`src/rtl/tx_byte_fifo_if.sv`:
```
// Byte-stream handshake bundle between a producer, the TX FIFO and the UART transmitter.
// The slave side is the FIFO; the master side is whatever drives and drains it.
interface tx_byte_fifo_if #(
    parameter int Width = 8
);
    logic [Width-1:0] InData;
    logic             InValid;
    logic             InReady;
    logic [Width-1:0] OutData;
    logic             OutValid;
    logic             OutReady;

    modport master (
        output InData,
        output InValid,
        output OutReady,
        input  InReady,
        input  OutData,
        input  OutValid
    );

    modport slave (
        input  InData,
        input  InValid,
        input  OutReady,
        output InReady,
        output OutData,
        output OutValid
    );
endinterface

```
`src/rtl/tx_byte_fifo.sv`:
```
// First-word-fall-through byte FIFO that buffers bytes ahead of a UART transmitter.
// There is no bypass path in either direction: a byte becomes visible one cycle after it is pushed.
module tx_byte_fifo #(
    parameter  int Depth      = 8,
    parameter  int Width      = 8,
    localparam int CountWidth = $clog2(Depth) + 1
) (
    input  logic                  Clock,
    input  logic                  Reset,
    input  logic                  Flush,
    tx_byte_fifo_if.slave         bus,
    output logic [CountWidth-1:0] Count
);

    localparam int AddrWidth = $clog2(Depth);

    logic [Width-1:0]     mem [Depth];
    logic [AddrWidth-1:0] readPtr;
    logic [AddrWidth-1:0] writePtr;
    logic                 push;
    logic                 pop;

    assign bus.InReady  = (Count != CountWidth'(Depth));
    assign bus.OutValid = (Count != '0);
    assign bus.OutData  = mem[readPtr];

    assign push = bus.InValid  && bus.InReady  && !Flush && !Reset;
    assign pop  = bus.OutValid && bus.OutReady && !Flush && !Reset;

    // Pointers wrap naturally because Depth is a power of two; Count carries one extra bit to tell full from empty.
    always_ff @(posedge Clock) begin
        if (Reset || Flush) begin
            readPtr  <= '0;
            writePtr <= '0;
            Count    <= '0;
        end else begin
            if (push) begin
                writePtr <= writePtr + AddrWidth'(1);
            end
            if (pop) begin
                readPtr <= readPtr + AddrWidth'(1);
            end
            if (push && !pop) begin
                Count <= Count + CountWidth'(1);
            end else if (pop && !push) begin
                Count <= Count - CountWidth'(1);
            end
        end
    end

    always_ff @(posedge Clock) begin
        if (push) begin
            mem[writePtr] <= bus.InData;
        end
    end

endmodule

```
`src/flat_wrapper.sv`:
```
// flat-port wrapper written by rule: the top's interface ports become plain ports
module tx_byte_fifo_flat 
#(
    parameter  int Depth      = 8,
    parameter  int Width      = 8,
    localparam int CountWidth = $clog2(Depth) + 1
)
  (Clock, Reset, Flush, Count, bus_InData, bus_InValid, bus_OutReady, bus_InReady, bus_OutData, bus_OutValid);
  tx_byte_fifo_if #(.Width(Width)) bus_i ();
  input  logic Clock;
  input  logic Reset;
  input  logic Flush;
  output logic [CountWidth-1:0] Count;
  input wire logic [$bits(bus_i.InData)-1:0] bus_InData;
  input wire logic [$bits(bus_i.InValid)-1:0] bus_InValid;
  input wire logic [$bits(bus_i.OutReady)-1:0] bus_OutReady;
  output wire logic [$bits(bus_i.InReady)-1:0] bus_InReady;
  output wire logic [$bits(bus_i.OutData)-1:0] bus_OutData;
  output wire logic [$bits(bus_i.OutValid)-1:0] bus_OutValid;
  assign bus_i.InData = bus_InData;
  assign bus_i.InValid = bus_InValid;
  assign bus_i.OutReady = bus_OutReady;
  assign bus_InReady = bus_i.InReady;
  assign bus_OutData = bus_i.OutData;
  assign bus_OutValid = bus_i.OutValid;
  tx_byte_fifo #(.Depth(Depth), .Width(Width)) u_core (.Clock(Clock), .Reset(Reset), .Flush(Flush), .bus(bus_i), .Count(Count));
endmodule
```
`config.mk`:
```
export PLATFORM = sky130hd
export DESIGN_NAME = tx_byte_fifo_flat
export DESIGN_NICKNAME = d
export VERILOG_FILES = /design/src/rtl/tx_byte_fifo_if.sv /design/src/rtl/tx_byte_fifo.sv /design/src/flat_wrapper.sv
export SDC_FILE = /design/constraint.sdc
export NUM_CORES = 1
export LEC_CHECK = 0
export ABC_AREA = 1
export BUFFER_PORTS_ARGS = -buffer_cell sky130_fd_sc_hd__buf_2
export CAP_MARGIN = 15
export CELL_PAD_IN_SITES_DETAIL_PLACEMENT = 1
export CELL_PAD_IN_SITES_GLOBAL_PLACEMENT = 1
export CORE_UTILIZATION = 40
export CTS_CLUSTER_DIAMETER = 30
export DETAILED_ROUTE_END_ITERATION = 8
export PLACE_DENSITY = 0.71
export SLEW_MARGIN = 20
export SYNTH_ARGS = -nofsm -noshare
export SYNTH_HDL_FRONTEND = slang
export SYNTH_SLANG_ARGS = --single-unit
```
`constraint.sdc`:
```
create_clock -name Clock -period 5 [get_ports Clock]
set_input_delay 0.5 -clock Clock [delete_from_list [all_inputs] [get_ports Clock]]
set_output_delay 0.5 -clock Clock [all_outputs]
set_load 0.05 [all_outputs]
```
# Yosys cells after proc, flatten, opt, wreduce, memory -nomap -nowiden
# Memories as Yosys holds them, arrays and structs flattened. A register that Yosys moved wholly into a read port is not among the register bits.
# Index checks and enable logic that the tools add are counted.
[word_totals] out_inout_bits=14 mem_count=1 ramBits=64 inputBits=13 ff_bits=10 wordCells=30
[memory_table] name="u_core.mem" words=8 word_bits=8 rd=1 rd_clocked_by_memory_dff=1 wr=1 line="tx_byte_fifo.sv:17" rtl="logic [Width-1:0] mem [Depth];"
[op_classes] addsub=4 muxes=6 reduce_logical=15 n_eq_ne=1
[ops] cell="$logic_and A1 B1 Y1" n=8
[ops] cell="$mux W4" n=2
[ops] cell="$add A3 B1 Y3 const B" n=2
[ops] cell="$mux W3" n=2
[ops] cell="$add A4 B1 Y4 const B" n=1
[ops] cell="$logic_not A1 Y1" n=4
[ops] cell="$ne A4 B4 Y1 const B" n=1
[ops] cell="$reduce_bool A4 Y1" n=1
[ops] cell="$sub A4 B1 Y4 const B" n=1
[ops] cell="$mux W1" n=2
[ops] cell="$reduce_bool A2 Y1" n=1
[ops] cell="$logic_or A1 B1 Y1" n=1

# Depth between registers and ports, before layout
[logic_depth] depth_word=8 ltp_mapped=15 ltp_nobuf=15

# Worst setup path before layout
# No wires, ideal clock.
[synth_timing] path_type="register to register" start="register u_core.Count[1]" end="memory u_core.mem[1][0] (enable)" t_arrival_ns=2.103 path_stages_with_launch=5 setup_time_ns=0.395 setup_slack_ns=2.503 synth_period_minus_slack_ns=2.497 path_cell_list="dfxtp_1 -> nor2_2 -> nand3_2 -> nand2_2 -> nor4_1"
[synth_between] elab_chain_len=6
[synth_rtl] element="start, declared" line="tx_byte_fifo.sv:12" rtl="output logic [CountWidth-1:0] Count"
[synth_rtl] element="start signal, assigned" line="tx_byte_fifo.sv:44" rtl="Count <= Count + CountWidth'(1);"
[synth_rtl] element="start signal, assigned" line="tx_byte_fifo.sv:46" rtl="Count <= Count - CountWidth'(1);"
[synth_rtl] element="$ne A4 B4 Y1" line="tx_byte_fifo.sv:23" rtl="assign bus.InReady = (Count != CountWidth'(Depth));"
[synth_rtl] element="named net bus_InReady" line="flat_wrapper.sv:17" rtl="output wire logic [$bits(bus_i.InReady)-1:0] bus_InReady;"
[synth_rtl] element="$logic_and A1 B1 Y1 (3 in a row)" line="tx_byte_fifo.sv:27" rtl="assign push = bus.InValid && bus.InReady && !Flush && !Reset;"
[synth_rtl] element="$mux W1" line="tx_byte_fifo.sv:52" rtl="if (push) begin"
[synth_rtl] element="$mux W1 (implied by the code)" line="tx_byte_fifo.sv:53" rtl="mem[writePtr] <= bus.InData;"
[synth_rtl] element="end, declared" line="tx_byte_fifo.sv:17"
# The timed path passes the listed nets, and every way through them passes these cells.

==> impl_metrics.env <==
export IMPL_status="completed"
export IMPL_start_util_pct=41.8
export IMPL_grt_pass1_vias=2218
export IMPL_final_util_pct=46.7
export IMPL_synth_top_area_share_pct=58.6
export IMPL_cp_num_buf_inv=2
export IMPL_worst_slew_pin_slew_ns=1.06
export IMPL_area_delta_synth_final_pct=11.7
export IMPL_p_per_area_nw_per_um2=349
export IMPL_grt_max_degree=34
export IMPL_clkTransAtPathRegs_ns=0.08
export IMPL_maxSlewViolCount=0
export IMPL_wl_per_cell_um=16.4
export IMPL_nNetsFinal=339
export IMPL_hold_buffers=0
export IMPL_skew_ns=0.00856
export IMPL_syn_area_per_cell_sq_um=11.3
export IMPL_period_minus_slack_ns=3.11
export IMPL_cts_root_buf="clkbuf_8"
export IMPL_rsz0062_at_grt="no"
export IMPL_hold_viol=0
export IMPL_drtIter0Drc=76
export IMPL_die_area_sq_um=8570
export IMPL_cp_max_fo=33
export IMPL_die_w_um=92.6
export IMPL_finalSetupTns_ns=0
export IMPL_io_buffers=26
export IMPL_dieHeight_um=92.6
export IMPL_crit_chain="inv_2 > o21ai_1 > o21ai_1 > nand2_1 > nand2_1 > buf_2"
export IMPL_yosysWarnings=0
export IMPL_relSlewSlack_pct=29.0
export IMPL_dr_pass1_iters=4
export IMPL_r2r_start="u_core.Count[1]$_SDFFE_PP0P_"
export IMPL_worst_ep_required_time_ns=4.50
export IMPL_clockPowerShare_pct=39.5
export IMPL_yosysTopAreaCell="edfxtp_1"
export IMPL_cp_slowest_stage_delay_ns=1.03
export IMPL_ir_drop_mv=0.152
export IMPL_synth_seq_area_share_pct=66.5
export IMPL_setup_violations=0
export IMPL_synth_edf_count=64
export IMPL_core_area_sq_um=7850
export IMPL_p_leak_nw=1.37
export IMPL_drc=0
export IMPL_max_freq_mhz=322
export IMPL_dp_cells=411
export IMPL_synth_cell_types=25
export IMPL_rows=32
export IMPL_start_kind="flip-flop"
export IMPL_drive_gt1_share_pct=19.1
export IMPL_viasPerCell=5.00
export IMPL_num_vias=2137
export IMPL_cp_end_kind="output port"
export IMPL_diodes=0
export IMPL_cts_made_buffers=9
export IMPL_antenna_found_initial=0
export IMPL_clk_latency_ns=0.35
export IMPL_synth_net_count=310
export IMPL_syn_inst=291
export IMPL_drtAntennaViolNets=0
export IMPL_grt_usage_pct=18.1
export IMPL_overflow=0
export IMPL_post_cts_setup_buffer_count=0
export IMPL_ios=27
export IMPL_ys_flop_type="edfxtp_1"
export IMPL_hpwl_um=4530
export IMPL_p_int_uw=996
export IMPL_hold_path_class="in2reg"
export IMPL_pwr_share_seq_pct=54.9
export IMPL_h_tree_depth=3
export IMPL_power_frac_comb_pct=5.6
export IMPL_holdCritStartpoint="bus_InData[6]"
export IMPL_post_route_period_util_pct=62.2
export IMPL_yosys_top_cells_area="edfxtp_1 (59%), dfxtp_1 (7.9%), nor2_1 (6.1%)"
export IMPL_cpLargestDelayFamily="flip-flops"
export IMPL_totalWireLength_um=7010
export IMPL_drv_cap=0
export IMPL_gp_congestion=0.716
export IMPL_async_flop_share_pct=0
export IMPL_cts_buffer_depth=2
export IMPL_ys_ff_latch=77
export IMPL_arrival_ns=2.61
export IMPL_power_switching_uw=282
export IMPL_crit_type="reg2out"
export IMPL_grt_pass1_wl_um=11300
export IMPL_swShare_pct=22.1
export IMPL_postCtsResizedCells=0
export IMPL_cts_tree="done"
export IMPL_synth_area_sq_um=3280
export IMPL_fin_cells=427
export IMPL_p_total_mw=1.28
export IMPL_clkSinkCount=77
export IMPL_cp_slowest_cell="dfxtp_1"
[final cells by class]
class / count / area [sq um]
Tap cell: 102 / 128
Inverter: 19 / 71.3
Sequential cell: 77 / 2180
Timing Repair Buffer: 28 / 145
Fill cell: 888 / 4180
Clock inverter: 6 / 87.6
Multi-Input combinational cell: 185 / 922
Clock buffer: 10 / 128
[synth_stat cells (all sizes together), types with 2 or more instances]
cell type and count:
o21ai 52, ha 5, a21oi 7, dfxtp 13, nand2 42, inv 19
bufbuf 2, nand3 12, buf 8, edfxtp 64, nor2 55, xor2 4
nor3 4
[logic make-up after synthesis]
logic type / count (synthesis) / share of synthesized area (%)
AOI/OAI and AO/OA: 59 / 9.00
xor gates and xnor gates: 5 / 1.33
adders and majority gates: 6 / 2.52
buffers and inverters: 29 / 6.03
DFF: 77 / 66.5
and+or+nand+nor: 115 / 14.6
[worst register-to-register path: cells and delay by family (launching register included)]
family / cells / cell delay [ns]
and+or+nand+nor: 8 / 0.92
DFF: 1 / 0.38
buffers and inverters: 3 / 0.23
adders and majority gates: 2 / 0.51
[routing by layer]
metal / global-route usage [%] / share of wire [%] / vias to the layer above
li1: - / - / 1055
met1: 22.6 / 45 / 1041
met2: 31.4 / 50 / 32
met3: 2.46 / 3.7 / 9
met4: 7.94 / 1.8 / 0
met5: 0 / 0 / -
[path summary, 6_finish.rpt]
| check | end | slack (ns) | cells after the start |
|---|---|---|---|
| worst max-delay path | bus_OutData[3] | 1.89 | 6 |
| worst min-delay path | u_core.mem[5][6]$_DFFE_PP_ | 0.42 | 1 |
| worst max register to register | u_core.Count[3]$_SDFFE_PP0P_ | 2.87 | 13 |
| worst min register to register | flip-flop | 0.50 | 1 |
[layout by cell type (no fill, tap or decap)]
cell | netlist | layout
nand2_1 | 39 | 39
ha_1 | 5 | 5
xor2_1 | 4 | 4
clkinv_4 | 0 | 1
clkbuf_8 | 0 | 9
a21oi_1 | 7 | 7
nor2_2 | 2 | 2
edfxtp_1 | 64 | 64
dfxtp_1 | 13 | 13
nor3_2 | 0 | 3
nor4_2 | 0 | 1
fa_1 | 1 | 1
inv_2 | 9 | 9
nand2_2 | 3 | 3
xnor2_1 | 1 | 1
or2_1 | 1 | 1
clkinvlp_4 | 0 | 2
inv_1 | 10 | 10
nor2_1 | 53 | 53
o21ai_0 | 14 | 14
nand3_1 | 10 | 10
o21ai_1 | 38 | 38
bufinv_16 | 0 | 2
nand3_2 | 2 | 2
buf_4 | 1 | 2
clkinv_1 | 0 | 1
buf_2 | 1 | 26
nor3_1 | 4 | 1
clkbuf_1 | 0 | 1
[flip-flops by register name, indices dropped and copies added, names as in the netlist, named ones only]
register	cells
u_core.Count	4
u_core.readPtr	3
u_core.writePtr	3
u_core.mem	64
[per-stage QoR]
stage / area [sq um] / hold WS [ns] / setup slack [ns]
global placement: 3450 / 0.475 / 2.35
CTS: 3660 / 0.403 / 1.82
floorplan: 3280 / 0.457 / 2.50
detailed placement: 3450 / 0.486 / 2.24
finish: 3660 / 0.420 / 1.89
global route: 3660 / 0.423 / 1.63
[power by group through the flow]
| stage | combinational, mW | sequential (mW) | clock [mW] |
|---|---|---|---|
| after floorplan | 0.0472 | 0.718 | 0 |
| after global placement | 0.0691 | 0.716 | 0 |
| after detailed placement | 0.0718 | 0.716 | 0 |
| after CTS | 0.0724 | 0.702 | 0.517 |
| after global routing | 0.0792 | 0.702 | 0.533 |
| final | 0.0714 | 0.702 | 0.505 |
Power figures use the tool's default switching activity.
